--- src/rtl/uart_tx_fifo.sv ---
// UART transmitter with a write-side FIFO feeding a start/data/stop serialiser.
// Define UART_TX_RUNNING_STATUS_EN to drop repeated MIDI channel-status bytes at the pop.
module uart_tx_fifo #(
  parameter int unsigned DATA_W     = 8,
  parameter int unsigned FIFO_DEPTH = 16,
  parameter int unsigned BAUD_DIV   = 1,
  parameter int unsigned STOP_BITS  = 1
) (
  input  logic                        clk,
  input  logic                        rst,
  input  logic                        clk_en,
  input  logic                        wr_en,
  input  logic [DATA_W-1:0]           wr_data,
  output logic                        full,
  output logic                        empty,
  output logic [$clog2(FIFO_DEPTH):0] level,
  output logic                        overflow,
  output logic                        tx,
  output logic                        busy
);

  localparam int unsigned PtrW = $clog2(FIFO_DEPTH);
  localparam int unsigned LvlW = PtrW + 1;
  localparam int unsigned CntW = (BAUD_DIV > 1) ? $clog2(BAUD_DIV) : 1;
  localparam int unsigned IdxW = 4;

  localparam logic [CntW-1:0] CntLast  = CntW'(BAUD_DIV - 1);
  localparam logic [IdxW-1:0] DataLast = IdxW'(DATA_W - 1);
  localparam logic [IdxW-1:0] StopLast = IdxW'(STOP_BITS - 1);
  localparam logic [LvlW-1:0] LvlFull  = LvlW'(FIFO_DEPTH);

  localparam logic [1:0] StIdle  = 2'd0;
  localparam logic [1:0] StStart = 2'd1;
  localparam logic [1:0] StData  = 2'd2;
  localparam logic [1:0] StStop  = 2'd3;

  // Elaboration-time parameter checks.
  if (DATA_W < 5 || DATA_W > 9) begin : gen_bad_data_w
    $error("uart_tx_fifo: DATA_W must be in 5..9");
  end
  if (FIFO_DEPTH < 2 || (FIFO_DEPTH & (FIFO_DEPTH - 1)) != 0) begin : gen_bad_depth
    $error("uart_tx_fifo: FIFO_DEPTH must be a power of 2 and >= 2");
  end
  if (BAUD_DIV < 1) begin : gen_bad_baud
    $error("uart_tx_fifo: BAUD_DIV must be >= 1");
  end
  if (STOP_BITS < 1 || STOP_BITS > 2) begin : gen_bad_stop
    $error("uart_tx_fifo: STOP_BITS must be 1 or 2");
  end
`ifdef UART_TX_RUNNING_STATUS_EN
  if (DATA_W != 8) begin : gen_bad_rs_width
    $error("uart_tx_fifo: running status requires DATA_W == 8");
  end
`endif

  // ---------------------------------------------------------------------------
  // FIFO
  // ---------------------------------------------------------------------------
  logic [DATA_W-1:0] mem_q [FIFO_DEPTH];
  logic [PtrW-1:0]   wr_ptr_q, wr_ptr_d;
  logic [PtrW-1:0]   rd_ptr_q, rd_ptr_d;
  logic [LvlW-1:0]   level_q, level_d;
  logic              overflow_q, overflow_d;
  logic              push;
  logic              pop;
  logic [DATA_W-1:0] head;

  assign full     = (level_q == LvlFull);
  assign empty    = (level_q == '0);
  assign level    = level_q;
  assign overflow = overflow_q;
  assign head     = mem_q[rd_ptr_q];

  // full comes from registered level, so a pop in the same cycle never frees a slot early.
  assign push = wr_en && !full;

  always_comb begin
    wr_ptr_d   = wr_ptr_q;
    rd_ptr_d   = rd_ptr_q;
    level_d    = level_q;
    overflow_d = wr_en && full;
    if (push) begin
      wr_ptr_d = wr_ptr_q + PtrW'(1);
    end
    if (pop) begin
      rd_ptr_d = rd_ptr_q + PtrW'(1);
    end
    unique case ({push, pop})
      2'b10:   level_d = level_q + LvlW'(1);
      2'b01:   level_d = level_q - LvlW'(1);
      default: level_d = level_q;
    endcase
  end

  always_ff @(posedge clk or posedge rst) begin
    if (rst) begin
      wr_ptr_q   <= '0;
      rd_ptr_q   <= '0;
      level_q    <= '0;
      overflow_q <= 1'b0;
    end else begin
      wr_ptr_q   <= wr_ptr_d;
      rd_ptr_q   <= rd_ptr_d;
      level_q    <= level_d;
      overflow_q <= overflow_d;
    end
  end

  always_ff @(posedge clk) begin
    if (push) begin
      mem_q[wr_ptr_q] <= wr_data;
    end
  end

  // ---------------------------------------------------------------------------
  // Head classification
  // ---------------------------------------------------------------------------
  logic send_head;

`ifdef UART_TX_RUNNING_STATUS_EN
  logic [7:0] last_status_q, last_status_d;
  logic [7:0] head_byte;
  logic       is_chan;
  logic       is_sys_common;

  assign head_byte     = head[7:0];
  assign is_chan       = head_byte[7] && (head_byte[7:4] != 4'hF);
  assign is_sys_common = (head_byte[7:3] == 5'b11110);
  assign send_head     = !(is_chan && (head_byte == last_status_q));

  always_comb begin
    last_status_d = last_status_q;
    if (pop) begin
      if (is_chan) begin
        last_status_d = head_byte;
      end else if (is_sys_common) begin
        last_status_d = 8'h00;
      end
    end
  end

  always_ff @(posedge clk or posedge rst) begin
    if (rst) begin
      last_status_q <= 8'h00;
    end else begin
      last_status_q <= last_status_d;
    end
  end
`else
  assign send_head = 1'b1;
`endif

  // ---------------------------------------------------------------------------
  // Serialiser
  // ---------------------------------------------------------------------------
  logic [1:0]        state_q, state_d;
  logic [CntW-1:0]   bit_cnt_q, bit_cnt_d;
  logic [IdxW-1:0]   idx_q, idx_d;
  logic [DATA_W-1:0] shift_q, shift_d;
  logic              tx_q, tx_d;
  logic              bit_last;
  logic              frame_slot;

  assign bit_last = (bit_cnt_q == CntLast);
  // A new frame may start from idle or on the final pulse of the last stop bit.
  assign frame_slot = clk_en && ((state_q == StIdle) ||
                      ((state_q == StStop) && bit_last && (idx_q == StopLast)));
  assign pop  = frame_slot && !empty;
  assign tx   = tx_q;
  assign busy = (state_q != StIdle) || !empty;

  always_comb begin
    state_d   = state_q;
    bit_cnt_d = bit_cnt_q;
    idx_d     = idx_q;
    shift_d   = shift_q;
    tx_d      = tx_q;
    if (frame_slot) begin
      bit_cnt_d = '0;
      idx_d     = '0;
      if (pop && send_head) begin
        shift_d = head;
        tx_d    = 1'b0;
        state_d = StStart;
      end else begin
        tx_d    = 1'b1;
        state_d = StIdle;
      end
    end else if (clk_en) begin
      unique case (state_q)
        StStart: begin
          if (bit_last) begin
            bit_cnt_d = '0;
            idx_d     = '0;
            tx_d      = shift_q[0];
            state_d   = StData;
          end else begin
            bit_cnt_d = bit_cnt_q + CntW'(1);
          end
        end
        StData: begin
          if (bit_last) begin
            bit_cnt_d = '0;
            if (idx_q == DataLast) begin
              idx_d   = '0;
              tx_d    = 1'b1;
              state_d = StStop;
            end else begin
              idx_d   = idx_q + IdxW'(1);
              shift_d = shift_q >> 1;
              tx_d    = shift_q[1];
            end
          end else begin
            bit_cnt_d = bit_cnt_q + CntW'(1);
          end
        end
        StStop: begin
          if (bit_last) begin
            bit_cnt_d = '0;
            idx_d     = idx_q + IdxW'(1);
          end else begin
            bit_cnt_d = bit_cnt_q + CntW'(1);
          end
        end
        default: begin
          tx_d    = 1'b1;
          state_d = StIdle;
        end
      endcase
    end
  end

  always_ff @(posedge clk or posedge rst) begin
    if (rst) begin
      state_q   <= StIdle;
      bit_cnt_q <= '0;
      idx_q     <= '0;
      shift_q   <= '0;
      tx_q      <= 1'b1;
    end else begin
      state_q   <= state_d;
      bit_cnt_q <= bit_cnt_d;
      idx_q     <= idx_d;
      shift_q   <= shift_d;
      tx_q      <= tx_d;
    end
  end

endmodule

--- config.mk ---
export PLATFORM = sky130hd
export DESIGN_NAME = uart_tx_fifo
export DESIGN_NICKNAME = d
export VERILOG_FILES = /design/src/rtl/uart_tx_fifo.sv
export SDC_FILE = /design/constraint.sdc
export NUM_CORES = 1
export LEC_CHECK = 0
export BUFFER_PORTS_ARGS = -buffer_cell sky130_fd_sc_hd__buf_2
export CORE_MARGIN = 3
export CORE_UTILIZATION = 23
export DETAILED_ROUTE_END_ITERATION = 8
export PLACE_DENSITY_LB_ADDON = 0.15
export SYNTH_ARGS = -nofsm -noshare
export SYNTH_HDL_FRONTEND = slang
export SYNTH_SLANG_ARGS = --single-unit
export TNS_END_PERCENT = 50
--- constraint.sdc ---
create_clock -name clk -period 3.5 [get_ports clk]
set_input_delay 0.175 -clock clk [delete_from_list [all_inputs] [get_ports clk]]
set_output_delay 0.175 -clock clk [all_outputs]
set_load 0.01 [all_outputs]
==> results of run 1 <==
[power breakdown]
| part | switching, µW | internal, µW |
|---|---|---|
| Combinational | 1040 | 942 |
| Clock | 768 | 1140 |
| Sequential | 269 | 2330 |
[routing by layer]
metal | track usage | vias to the layer above | share of wire
met4 | 0.0275 | 0 | 0.0074
met2 | 0.160 | 49 | 0.50
li1 | - | 1615 | -
met3 | 0.0241 | 4 | 0.033
met1 | 0.126 | 1816 | 0.46
met5 | 0 | - | 0
[synthesized netlist by cell type, types with 4 or more instances]
library cell / number
edfxtp_1: 128
dfrtp_1: 28
nor2_1: 24
a21oi_1: 21
mux4_2: 21
nand2_1: 17
ha_1: 14
inv_1: 12
mux4_1: 11
mux2i_1: 10
mux2_2: 9
o22ai_1: 8
xnor2_1: 8
buf_2: 7
o22a_1: 7
nand3_1: 6
nor3_1: 5
xor2_1: 5
buf_1: 4
clkbuf_1: 4
nand2b_1: 4
o21ai_0: 4
[flip-flops by register name (all words and copies together), names as in the netlist]
register  count
rd_ptr_q      4
wr_ptr_q      4
overflow      1
shift_q       8
idx_q         4
state_q       2
level         5
tx            1
mem_q       128
[worst paths after layout]
kind,from,cells past startpoint,end,slack [ns]
max,state_q[0],12,level[4],0.30
min,clk_en,2,tx,0.04
max reg2reg,state_q[0],12,level[4],0.30
min reg2reg,tx,2,tx,0.53
max in group asynchronous,rst,4,tx,2.80
min in group asynchronous,rst,4,level[2],0.38
[layout make-up]
cell class                      instances  area (µm²)
Fill cell                            2820       20200
Tap cell                              378         473
Timing Repair Buffer                   41         273
Sequential cell                       157        4570
Multi-Input combinational cell        202        1950
Inverter                               12        45.0
Clock inverter                         14         180
Clock buffer                           18         429
[cell families after synthesis]
kind of cell / after synthesis / synth area share
AOI/OAI and AO/OA: 54 / 0.0525
xor gates and xnor gates: 13 / 0.0171
adders and majority gates: 14 / 0.0262
buffers and inverters: 32 / 0.0251
DFF: 157 / 0.684
muxes: 51 / 0.144
and+or+nand+nor: 70 / 0.0504
[what timing repair did]
| action | in CTS | in global routing |
|---|---|---|
| hold buffers | 2 | 0 |
| endpoints found under the hold margin | 29 | 0 |
| endpoints found under the setup margin | 0 | 1 |
| gates resized for setup | 0 | 1 |
[stage by stage]
stage               instances  utilization  total power, µW
finish                    822        0.281             6490
global route              822        0.281             6900
CTS                       822        0.281             6600
detailed placement        788        0.259             4670
global placement          788        0.259             4650
floorplan                 391            -             4070
[worst reg2reg max path, delay by kind of cell (launching register included)]
| family | cells | cell delay (ns) |
|---|---|---|
| simple gates | 4 | 1.16 |
| fa+ha+maj | 3 | 0.77 |
| flops | 1 | 0.40 |
| compound gates | 3 | 0.48 |
| xor+xnor | 2 | 0.32 |
==> qor.yml, run 1 <==
synth:
  netlist_area_um2: 6680
  yosysTopAreaCell: "edfxtp_1"
  ys_warn_count: 0
  avgSynthCellArea_um2: 17.1
  synth_top_area_frac: 0.576
  seq_area_frac_synth: 0.684
  async_flop_share: 0.185
  ys_seq_elements: 157
  synthCells: 391
  yosysUniqueCellTypes: 46
  synth_edf_count: 128
  synth-main-ff-cell: "edfxtp_1"
  synthTopCellsByArea: "edfxtp_1 58%, dfrtp_1 10%, mux4_2 7.1%"
  synth_nets: 417
layout:
  drive_gt1_frac: 0.232
  areaGrowthSynthToFinish_pct: 18.6
  most-common-layout-cells: "128 x edfxtp_1, 27 x dfrtp_1, 24 x nor2_1"
  layout.nets: 457
  fin_area_um2: 7920
  final_common_cell: "edfxtp_1"
  diodes: 0
clock_tree:
  numCtsBuffers: 17
  cts_max_path_buffers: 2
  tritoncts: "done"
  clk_pin_slew_ns: 0.07
  cts_setup_buffers: 0
  cts_sinks: 157
  clock_latency_ns: 0.41
  cts_root_buf: "clkbuf_16"
  cts_max_level: 4
sta:
  setup_ws_ns: 0.299
  layout_min_cycle_time_ns: 3.20
  rsz0062_at_grt: "false"
  slew_viol_final: 0
  fin_crit_sh: 0.915
  setup_viol: 0
  slew-limit-headroom: 0.394
  fmax_ghz: 0.312
  hold_viol: 0
  worst_slew_pin_slew_ns: 0.905
  tns_ns: 0
  fin_hold_ws_ns: 0.0416
  fin_skew_ns: 0.0115
floorplanning:
  fp-row-count: 61
  boundaryPins: 22
  start_util: 0.237
  core-area_um2: 28200
  die_w_um: 176
  die-height_um: 176
  die_area_um2: 31100
critical_path:
  cp_num_buf_inv: 0
  crit_type: "flip-flop to flip-flop"
  max_stage_delay_ns: 0.45
  crit_top_cell: "ha_1"
  crit_path_top_delay_cell: "or3b_2"
  critical-path-top-delay-family: "simple AND/OR/NAND/NOR gates"
  startpoint_type: "flip-flop"
  required_ns: 3.84
  critical_path.cell_chain: "ha_1 -> nor4bb_2 -> or2_2 -> and3_1 -> ha_1 -> xor2_1 -> ha_1 -> or3b_2 -> a21oi_1 -> a21oi_1 -> o32ai_1 -> xor2_1"
  cp_data_arrival_time_ns: 3.55
  cp_max_fo: 8
  critPathCaptureType: "flip-flop"
drt:
  routedWlPerCell_um: 17.6
  dr.first_iter.drc_count: 143
  wl_um: 14400
  vias: 3484
  viasPerCell: 4.24
  drc: 0
  antenna_left: 0
  drt_pass1_iterations: 4
grt:
  antenna_found_initial: 0
  grt_max_degree: 36
  grt_pass1_vias: 3614
  overflow: 0
  grt_usage: 0.0967
  grt_pass1_wl_um: 22200
power_and_ir_drop:
  irDropWorstVdd_uv: 347
  leakagePower_uw: 0.00277
  power_density_nw_per_um2: 820
place:
  hpwl_um: 9190
  dp_slack_ns: 0.292
  gp_congestion: 0.738
  numPortBuffers: 21
  dpl-instance-area_um2: 7280
outcome:
  status: "completed"
min_path:
  hp-class: "input port to flip-flop"
run:
  maxCapViolations: 0
No activity file was read; power rests on OpenSTA's default activity.
==> run 2, diff against run 1 <==
--- a/config.mk
+++ b/config.mk
@@ -6,10 +6,13 @@
 export NUM_CORES = 1
 export LEC_CHECK = 0
 export BUFFER_PORTS_ARGS = -buffer_cell sky130_fd_sc_hd__buf_2
-export CORE_MARGIN = 3
+export CELL_PAD_IN_SITES_DETAIL_PLACEMENT = 1
+export CELL_PAD_IN_SITES_GLOBAL_PLACEMENT = 1
+export CORE_MARGIN = 5
 export CORE_UTILIZATION = 23
 export DETAILED_ROUTE_END_ITERATION = 8
 export PLACE_DENSITY_LB_ADDON = 0.15
+export SKIP_LAST_GASP = 1
 export SYNTH_ARGS = -nofsm -noshare
 export SYNTH_HDL_FRONTEND = slang
 export SYNTH_SLANG_ARGS = --single-unit
==> qor.yml, run 2 (same netlist as run 1, synthesis figures left out) <==
outcome:
  status: "completed"
grt:
  overflow: 0  # unchanged
  grt_usage: 0.0972  # +0.000524
  grt_max_degree: 35  # -2.8%
  grtUsageMet1: 0.129  # +0.00257
  grt_pass1_wl_um: 23900  # +7.5%
  antenna_found_initial: 0  # unchanged
  grt_pass1_vias: 3933  # +8.8%
  gr-usage-met2: 0.160  # about the same
  busiest_layer: "met2"
  use_met3: 0.0250  # +0.000944
power_and_ir_drop:
  power_density_nw_per_um2: 810  # -1.1%
  p_sw_uw: 2200  # +6.0%
  leakagePower_uw: 0.00279  # +0.50%
  clkPwrFrac: 0.284  # -0.010
  irDropWorstVdd_uv: 278  # -20%
  swShare: 0.341  # +0.0218
  power_frac_comb: 0.313  # +0.008
  power.internal_uw: 4240  # -4.0%
  p_seq_frac: 0.403  # +0.002
critical_path:
  reg2reg_slack_ns: 0.34  # +0.05 ns
  cp_data_arrival_time_ns: 3.51  # -0.04 ns
  startpoint_type: "flip-flop"
  crit_type: "flip-flop to flip-flop"
  max_stage_delay_ns: 0.50  # +0.05 ns
  crit_path_top_delay_cell: "nor4_1"
  required_ns: 3.85  # about the same
  critPathCaptureType: "flip-flop"
  cp_max_fo: 7  # -1
  critical_path.cell_chain: "nor4_1 -> nand2b_1 -> and3_1 -> ha_1 -> xor2_1 -> ha_1 -> or3b_2 -> a21oi_1 -> a21oi_1 -> o32ai_1 -> xor2_1"
sta:
  tns_ns: 0  # unchanged
  slew_viol_final: 0  # unchanged
  fmax_ghz: 0.317  # +1.5%
  layout_min_cycle_time_ns: 3.16  # -0.0461 ns
  fin_skew_ns: 0.0177  # +0.00616 ns
  slew-limit-headroom: 0.371  # -0.0232
  worst_slew_pin_slew_ns: 0.942  # +0.0371 ns
  hold_viol: 0  # unchanged
  fin_crit_sh: 0.902  # -0.0132
  fin_hold_ws_ns: 0.0540  # +0.0125 ns
  rsz0062_at_grt: "false"
  setup_viol: 0  # unchanged
drt:
  antenna_left: 0  # unchanged
  wl_um: 15300  # +6.1%
  dr.first_iter.drc_count: 151  # +5.6%
  drt_pass1_iterations: 4  # unchanged
  vias: 3563  # +2.3%
  drc: 0  # unchanged
  routedWlPerCell_um: 18.4  # +4.6%
  viasPerCell: 4.27  # +0.80%
run:
  maxCapViolations: 0  # unchanged
clock_tree:
  cts_root_buf: "clkbuf_16"
  cts_sinks: 157  # unchanged
  tritoncts: "done"
  cts_max_level: 4  # unchanged
  cts_resized: 0  # unchanged
  clock_latency_ns: 0.43  # +0.02 ns
  numCtsBuffers: 17  # unchanged
  cts_setup_buffers: 0  # unchanged
  cts_max_path_buffers: 2  # unchanged
  clk_pin_slew_ns: 0.07  # about the same
layout:
  drive_gt1_frac: 0.247  # +0.0147
  nFillCells: 3060  # +8.5%
  fin_area_um2: 7950  # +0.36%
  final_common_cell: "edfxtp_1"
  most-common-layout-cells: "128 x edfxtp_1, 27 x dfrtp_1, 24 x nor2_1"
  areaGrowthSynthToFinish_pct: 19.0
  diodes: 0  # unchanged
  final_util: 0.277  # -0.00428
  layout.nets: 463  # +1.3%
  largest_register_ffs: 128  # unchanged
  regMostFlops: "mem_q"
  final_cells: 834  # +1.5%
floorplanning:
  die_area_um2: 32500  # +4.6%
  die-height_um: 180  # +2.3%
  boundaryPins: 22  # unchanged
  start_util: 0.233  # -0.00445
  core-area_um2: 28700  # +1.9%
  die_w_um: 180  # +2.3%
  fp-row-count: 62  # +1.6%
place:
  gp_congestion: 0.754  # +2.1%
  hpwl_um: 9810  # +6.7%
  dpl-instance-area_um2: 7330  # +0.72%
  numPortBuffers: 21  # unchanged
  dp.cells: 800  # +1.5%
min_path:
  hp-class: "input port to flip-flop"
-- run 2: changes by cell type in the layout (fill, tap and decap cells not counted), sizes merged --
cell | before | now
bufinv | 3 | 0
clkinv | 4 | 5
buf | 39 | 45
clkinvlp | 0 | 2
clkbuf | 18 | 17
inv | 19 | 20
-- run 2: per-stage QoR --
step                total power [µW]  setup WS, ns
finish                          6440         0.345
global route                    6860        0.0667
CTS                             6580         0.321
detailed placement              4710         0.349
global placement                4710         0.336
floorplan                       4070         0.333
-- run 2: cell type report --
class,instances,area [µm²],area share
clock inverters,15,166,0.0209
repair buffers,47,318,0.0400
flip-flops and latches,157,4570,0.575
well taps,384,480,0.0605
clock buffers,17,425,0.0535
multi-input cells,202,1940,0.244
inverters,12,45.0,0.00567
-- run 2: worst paths after layout --
path / startpoint / endpoint / cells after the start
max: level[2] / level[4] / 11
min: clk_en / tx / 2
max reg2reg: level[2] / level[4] / 11
min reg2reg: level[4] / level[4] / 1
max in group asynchronous: rst / rd_ptr_q[1] / 4
min in group asynchronous: rst / level[4] / 3
-- run 2: what timing repair did --
| action | 4_1_cts | 5_1_grt |
|---|---|---|
| endpoints found under the setup margin | 0 | 0 |
| hold endpoints to repair | 7 | 0 |
| hold buffers | 2 | 0 |
-- run 2: worst max-delay path: cells and delay by family, from the launching register on --
kind	cells	cell delay (ns)
xor+xnor	2	0.33
simple gates	4	1.33
compound gates	3	0.50
flops	1	0.46
fa+ha+maj	2	0.47
-- run 2: routing by layer --
metal | vias to the layer above | wire length [µm] | part of all wire
met5 | - | 0 | 0
met1 | 1881 | 7280 | 0.48
met4 | 0 | 119 | 0.0078
li1 | 1631 | - | -
met2 | 40 | 7480 | 0.49
met3 | 11 | 444 | 0.029
-- run 2: power groups by stage --
| stage | Combinational [µW] | Clock, µW | Sequential (µW) |
|---|---|---|---|
| 2_1_floorplan | 1570 | 0 | 2500 |
| 4_1_cts | 2090 | 1890 | 2600 |
| 6_report | 2020 | 1830 | 2600 |
| 3_5_place_dp | 2070 | 0 | 2640 |
| 3_3_place_gp | 2080 | 0 | 2630 |
| 5_1_grt | 2250 | 1980 | 2640 |
